## config.mk

```make
export PLATFORM = sky130hd
export DESIGN_NAME = tlc_param
export DESIGN_NICKNAME = d
export VERILOG_FILES = /design/src/rtl/tlc_pkg.sv /design/src/rtl/tlc_phase_timer.sv /design/src/rtl/tlc_param.sv
export SDC_FILE = /design/constraint.sdc
export NUM_CORES = 1
export LEC_CHECK = 0
export ABC_AREA = 1
export BUFFER_PORTS_ARGS = -buffer_cell sky130_fd_sc_hd__buf_2
export CELL_PAD_IN_SITES_DETAIL_PLACEMENT = 0
export CELL_PAD_IN_SITES_GLOBAL_PLACEMENT = 1
export CORE_MARGIN = 4
export CORE_UTILIZATION = 37
export CTS_CLUSTER_DIAMETER = 60
export CTS_CLUSTER_SIZE = 12
export DETAILED_ROUTE_END_ITERATION = 6
export MAX_ROUTING_LAYER = met4
export PLACE_DENSITY_LB_ADDON = 0.1
export SLEW_MARGIN = 20
export SYNTH_ARGS = -nofsm -noshare
export SYNTH_HDL_FRONTEND = slang
export SYNTH_SLANG_ARGS = --single-unit
```

## constraint.sdc

```tcl
create_clock -name clk -period 2.45 [get_ports clk]
set_input_delay 0.735 -clock clk [delete_from_list [all_inputs] [get_ports clk]]
set_output_delay 0.735 -clock clk [all_outputs]
set_load 0.01 [all_outputs]
```

## src/rtl/tlc_pkg.sv

```systemverilog
// Shared lamp encodings, phase codes and lamp decoding for the traffic light controllers.
package tlc_pkg;

  localparam logic [2:0] LIGHT_RED    = 3'b100;
  localparam logic [2:0] LIGHT_YELLOW = 3'b010;
  localparam logic [2:0] LIGHT_GREEN  = 3'b001;

  localparam logic [1:0] PED_NEITHER = 2'b00;
  localparam logic [1:0] PED_EW      = 2'b01;
  localparam logic [1:0] PED_NS      = 2'b10;
  localparam logic [1:0] PED_BOTH    = 2'b11;

  typedef enum logic [2:0] {
    PH_ALLRED    = 3'd0,
    PH_WALK      = 3'd1,
    PH_NS_GREEN  = 3'd2,
    PH_NS_YELLOW = 3'd3,
    PH_EW_GREEN  = 3'd4,
    PH_EW_YELLOW = 3'd5
  } state_t;

  typedef enum logic {
    DIR_NS = 1'b0,
    DIR_EW = 1'b1
  } dir_t;

  typedef struct packed {
    logic [2:0] ns;
    logic [2:0] ew;
    logic [1:0] ped;
  } lamps_t;

  // Unknown phase codes fall back to the safe all-red, no-walk pattern.
  function automatic lamps_t decode_lamps(input logic [2:0] ph);
    lamps_t l;
    case (ph)
      3'd0:    l = '{ns: LIGHT_RED,    ew: LIGHT_RED,    ped: PED_NEITHER};
      3'd1:    l = '{ns: LIGHT_RED,    ew: LIGHT_RED,    ped: PED_BOTH};
      3'd2:    l = '{ns: LIGHT_GREEN,  ew: LIGHT_RED,    ped: PED_NS};
      3'd3:    l = '{ns: LIGHT_YELLOW, ew: LIGHT_RED,    ped: PED_NS};
      3'd4:    l = '{ns: LIGHT_RED,    ew: LIGHT_GREEN,  ped: PED_EW};
      3'd5:    l = '{ns: LIGHT_RED,    ew: LIGHT_YELLOW, ped: PED_EW};
      default: l = '{ns: LIGHT_RED,    ew: LIGHT_RED,    ped: PED_NEITHER};
    endcase
    return l;
  endfunction

endpackage

```

## src/rtl/tlc_phase_timer.sv

```systemverilog
// Phase down-counter: loads a duration minus one on phase entry, counts to zero, never wraps.
module tlc_phase_timer #(
  parameter int            TW      = 4,
  parameter logic [TW-1:0] RST_VAL = '0
) (
  input  logic          clk,
  input  logic          rst,
  input  logic          clk_en,
  input  logic          load,
  input  logic [TW-1:0] load_val,
  output logic          zero
);

  localparam logic [TW-1:0] ONE = TW'(1);

  logic [TW-1:0] r_cnt;

  // Count register: load wins over decrement, saturates at zero.
  always_ff @(posedge clk or posedge rst) begin
    if (rst) begin
      r_cnt <= RST_VAL;
    end else if (clk_en) begin
      if (load) begin
        r_cnt <= load_val;
      end else if (r_cnt != '0) begin
        r_cnt <= r_cnt - ONE;
      end
    end
  end

  assign zero = (r_cnt == '0);

endmodule

```

## src/rtl/tlc_param.sv

```systemverilog
// Parametrised NS/EW traffic light controller with pedestrian scramble, all-red clearance
// and demand-driven green rest; the internal phase timer advances only on clk_en ticks.
module tlc_param
  import tlc_pkg::*;
#(
  parameter int TW       = 4,
  parameter int T_ALLRED = 2,
  parameter int T_WALK   = 15,
  parameter int T_GREEN  = 10,
  parameter int T_YELLOW = 4
) (
  input  logic       clk,
  input  logic       rst,
  input  logic       clk_en,
  input  logic       car_ns,
  input  logic       car_ew,
  input  logic       ped,
  output logic [2:0] light_ns,
  output logic [2:0] light_ew,
  output logic [1:0] light_ped,
  output logic [2:0] phase,
  output logic       ped_waiting
);

  localparam int T_MAX = 1 << TW;

  if (T_ALLRED < 1 || T_ALLRED > T_MAX) begin : g_bad_allred
    $error("tlc_param: T_ALLRED out of range for TW");
  end
  if (T_WALK < 1 || T_WALK > T_MAX) begin : g_bad_walk
    $error("tlc_param: T_WALK out of range for TW");
  end
  if (T_GREEN < 1 || T_GREEN > T_MAX) begin : g_bad_green
    $error("tlc_param: T_GREEN out of range for TW");
  end
  if (T_YELLOW < 1 || T_YELLOW > T_MAX) begin : g_bad_yellow
    $error("tlc_param: T_YELLOW out of range for TW");
  end

  localparam logic [TW-1:0] L_ALLRED = TW'(T_ALLRED - 1);
  localparam logic [TW-1:0] L_WALK   = TW'(T_WALK - 1);
  localparam logic [TW-1:0] L_GREEN  = TW'(T_GREEN - 1);
  localparam logic [TW-1:0] L_YELLOW = TW'(T_YELLOW - 1);

  state_t        r_state;
  state_t        w_state_nxt;
  dir_t          r_last_dir;
  dir_t          w_sel_dir;
  logic          r_ped_pending;
  logic          w_zero;
  logic          w_load;
  logic [TW-1:0] w_load_val;
  logic          w_enter_walk;
  lamps_t        w_lamps;

  tlc_phase_timer #(
    .TW      (TW),
    .RST_VAL (L_ALLRED)
  ) u_timer (
    .clk      (clk),
    .rst      (rst),
    .clk_en   (clk_en),
    .load     (w_load),
    .load_val (w_load_val),
    .zero     (w_zero)
  );

  // Direction choice and next-phase logic; a zero count gates every timed exit.
  always_comb begin
    w_state_nxt = r_state;
    w_sel_dir   = (r_last_dir == DIR_EW) ? DIR_NS : DIR_EW;
    if (car_ns && !car_ew) begin
      w_sel_dir = DIR_NS;
    end else if (car_ew && !car_ns) begin
      w_sel_dir = DIR_EW;
    end else begin
      w_sel_dir = (r_last_dir == DIR_EW) ? DIR_NS : DIR_EW;
    end
    if (clk_en) begin
      case (r_state)
        PH_ALLRED: begin
          if (!w_zero) begin
            w_state_nxt = r_state;
          end else if (r_ped_pending) begin
            w_state_nxt = PH_WALK;
          end else if (w_sel_dir == DIR_NS) begin
            w_state_nxt = PH_NS_GREEN;
          end else begin
            w_state_nxt = PH_EW_GREEN;
          end
        end
        PH_WALK: begin
          if (w_zero) w_state_nxt = PH_ALLRED;
          else        w_state_nxt = r_state;
        end
        PH_NS_GREEN: begin
          if (w_zero && (car_ew || r_ped_pending)) w_state_nxt = PH_NS_YELLOW;
          else                                     w_state_nxt = r_state;
        end
        PH_NS_YELLOW: begin
          if (w_zero) w_state_nxt = PH_ALLRED;
          else        w_state_nxt = r_state;
        end
        PH_EW_GREEN: begin
          if (w_zero && (car_ns || r_ped_pending)) w_state_nxt = PH_EW_YELLOW;
          else                                     w_state_nxt = r_state;
        end
        PH_EW_YELLOW: begin
          if (w_zero) w_state_nxt = PH_ALLRED;
          else        w_state_nxt = r_state;
        end
        default: w_state_nxt = PH_ALLRED;
      endcase
    end else begin
      w_state_nxt = r_state;
    end
  end

  // Timer reload on every phase change with the duration of the phase being entered.
  always_comb begin
    w_load       = clk_en && (w_state_nxt != r_state);
    w_enter_walk = w_load && (w_state_nxt == PH_WALK);
    case (w_state_nxt)
      PH_ALLRED:    w_load_val = L_ALLRED;
      PH_WALK:      w_load_val = L_WALK;
      PH_NS_GREEN,
      PH_EW_GREEN:  w_load_val = L_GREEN;
      PH_NS_YELLOW,
      PH_EW_YELLOW: w_load_val = L_YELLOW;
      default:      w_load_val = L_ALLRED;
    endcase
  end

  // Phase register.
  always_ff @(posedge clk or posedge rst) begin
    if (rst) begin
      r_state <= PH_ALLRED;
    end else begin
      r_state <= w_state_nxt;
    end
  end

  // Last served direction, recorded on entry to a green.
  always_ff @(posedge clk or posedge rst) begin
    if (rst) begin
      r_last_dir <= DIR_EW;
    end else if (w_load && (w_state_nxt == PH_NS_GREEN)) begin
      r_last_dir <= DIR_NS;
    end else if (w_load && (w_state_nxt == PH_EW_GREEN)) begin
      r_last_dir <= DIR_EW;
    end
  end

  // Pedestrian latch samples every clock, not just ticks; entering WALK clears it first.
  always_ff @(posedge clk or posedge rst) begin
    if (rst) begin
      r_ped_pending <= 1'b1;
    end else if (w_enter_walk) begin
      r_ped_pending <= 1'b0;
    end else if (ped && (r_state != PH_WALK)) begin
      r_ped_pending <= 1'b1;
    end
  end

  // Moore lamp decode from the phase register.
  always_comb begin
    w_lamps = decode_lamps(r_state);
  end

  assign light_ns    = w_lamps.ns;
  assign light_ew    = w_lamps.ew;
  assign light_ped   = w_lamps.ped;
  assign phase       = r_state;
  assign ped_waiting = r_ped_pending;

endmodule

```

==> run metrics <==
crit end category output port; FMAX between 400 and 500 MHz; Setup TNS Final 0 ns; largest net degree at the start of global routing 11; Worst EP arrival ~1.4 ns; CP required ~1.7 ns; final max-slew violation count 0; Setup Skew slightly below 0.004 ns; vias in the first global route around 820; All-Layer GR Usage 0.144; Final HPWL DP 1.66 mm; remaining routing DRC violations 0; die area between 0.003 and 0.004 sq mm; CTS buffer count 3; Tightest Pin Transition about 0.43 ns; top post-synthesis cells by count nand2_1 (51), nand3_1 (16), inv_1 (12); Layout area overhead 12.6%; vias post-DR around 850; Avg Cell Area, Syn around 6.5 sq um; total wire length after detailed routing roughly 2.1 mm; Post-Syn Area ~860 sq um; Die Span Y 56.2 microns; first-pass GRT wire length between 3 and 4 mm; Synth top area share 0.222; Max Root-Sink Buffers 2; Filler cells between 200 and 300; count leader, synth nand2_1; Cells after Synth 133; RSZ-0062 raised after global routing false; gpl congestion approximately 0.85; CTS sink cnt 9; leading area contributor after synthesis nand2_1; CP Max Fanout 9; FP Rows 17; number of synthesized flops with an enable pin 0; # nets final about 160; Pleak between 0.5 and 0.6 nW; status finished, final reports clean; antenna cell count 0; global route total overflow 0; Syn Nets 140; final setup fails 0; CTS Hold Bufs 0; number of DRC markers in iteration 0 14; Seq pwr share 0.265; wire length per cell about 12 microns; sw frac 0.528; Power Density between 1000 and 1500 mW/mm^2; relative slew slack 0.713; flop and latch count out of synthesis 9; Via density 4.77; Final Hold Fails 0; async set-or-reset flop fraction in the synthesized netlist 1.00; CTS resizes 0; Final Cycle Share 0.885; share of layout cells above drive strength 1 0.273; critical path class reg2out; Worst IR Drop VDD 0.000626 V; distinct cell type count after synthesis 25; Core Area 0.00221 sq mm; Clock Root Buffer clkbuf_4; Util after Layout 0.438; clk_lat worst skew between 0.2 and 0.3 ns; Seq/Total Area, Yosys 0.266; Clock Power Share 0.086; clock-pin slew on the worst setup and hold paths roughly 0.060 ns; antenna viol nets, final 0; IO Count 18; Internal 0.605 mW; Die Wd 56.2 microns; Net Switching 0.677 mW; type of origin of the critical path register; drt pass-1 iters 4; HP Class in2async; top area cells in the synthesized netlist nand2_1 (22%), dfrtp_1 (17%), nand3_1 (9.3%); Initial Util 0.389; Gate power share 0.648; PortBufs 17; TritonCTS clock tree yes; Ys Warns 0; H-tree levels 1; initial antenna violation count 0; minimum clock period after layout around 2.2 ns; MaxCap Viol Count 0; Main synth FF type dfrtp_1; post-CTS setup buffer count 0
==> critical path: stages (launching register included) <==
cell,delay (ns)
dfrtp_1,0.57
inv_1,0.15
nor2_1,0.15
inv_1,0.08
nor2_1,0.09
buf_2,0.13
==> cell type report <==
| cell class | instances | area (sq um) | area share |
|---|---|---|---|
| clock buffer | 4 | 26.3 | 0.0271 |
| sequential | 9 | 229 | 0.236 |
| multi-input combinational | 104 | 534 | 0.551 |
| inverter | 16 | 60.1 | 0.0619 |
| timing repair buffer | 17 | 85.1 | 0.0877 |
| tap | 28 | 35.0 | 0.0361 |
==> cell usage in the layout, fill, tap and decap left out, drive strengths merged <==
cell and n:
a21o 1, a21oi 3, buf 17, clkbuf 4
dfrtp 6, dfstp 3, ha 1, inv 16
nand2 56, nand3 19, nand3b 1, nand4 2
nor2 16, nor3 2, or2 1, xor2 2
==> power by group through the flow <==
| stage | sequential, mW | combinational [mW] | clock, mW |
|---|---|---|---|
| floorplan | 0.291 | 0.702 | 0 |
| global placement | 0.342 | 0.841 | 0 |
| detailed placement | 0.339 | 0.837 | 0 |
| CTS | 0.339 | 0.847 | 0.115 |
| global route | 0.349 | 0.963 | 0.127 |
| finish | 0.340 | 0.831 | 0.111 |
==> through the flow <==
stage | hold slack, ns | setup slack [ns] | cells | cell area, sq um | power [mW]
final | 0.425 | 0.282 | 178 | 970 | 1.28
after CTS | 0.430 | 0.284 | 178 | 970 | 1.30
after global placement | 0.488 | 0.268 | 174 | 943 | 1.18
after detailed placement | 0.486 | 0.245 | 174 | 943 | 1.18
after floorplan | 0.454 | 0.550 | 133 | 861 | 0.993
after global routing | 0.457 | 0.131 | 178 | 970 | 1.44
==> sequential cells by signal (all words and copies together) (netlist names) <==
| name | count |
|---|---|
| u_timer.r_cnt | 4 |
| phase | 3 |
| ped_waiting | 1 |
| r_last_dir | 1 |
==> worst paths after layout <==
path,startpoint,to,slack [ns],depth (start not counted)
max,phase[2],light_ew[1],0.28,5
min,rst,phase[0],0.43,2
max reg2reg,u_timer.r_cnt[0],u_timer.r_cnt[2],0.42,14
min reg2reg,u_timer.r_cnt[0],u_timer.r_cnt[0],0.49,2
max in group asynchronous,rst,u_timer.r_cnt[0],1.73,2
min in group clk,u_timer.r_cnt[0],u_timer.r_cnt[0],0.49,2
==> metal layers <==
layer	share of wire	up-vias	GRT usage
li1	-	447	-
met1	0.52	372	0.208
met2	0.42	28	0.214
met3	0.064	2	0.0162
met4	0.0024	0	0.0339
met5	0	-	-
==> cells by family after synthesis <==
kind of cell	after synthesis	synth area share
compound gates	4	0.0305
xor+xnor	2	0.0204
fa+ha+maj	1	0.0145
buf+inv	20	0.113
flops	9	0.266
simple gates	97	0.555
(Power assumes the default switching activity.)
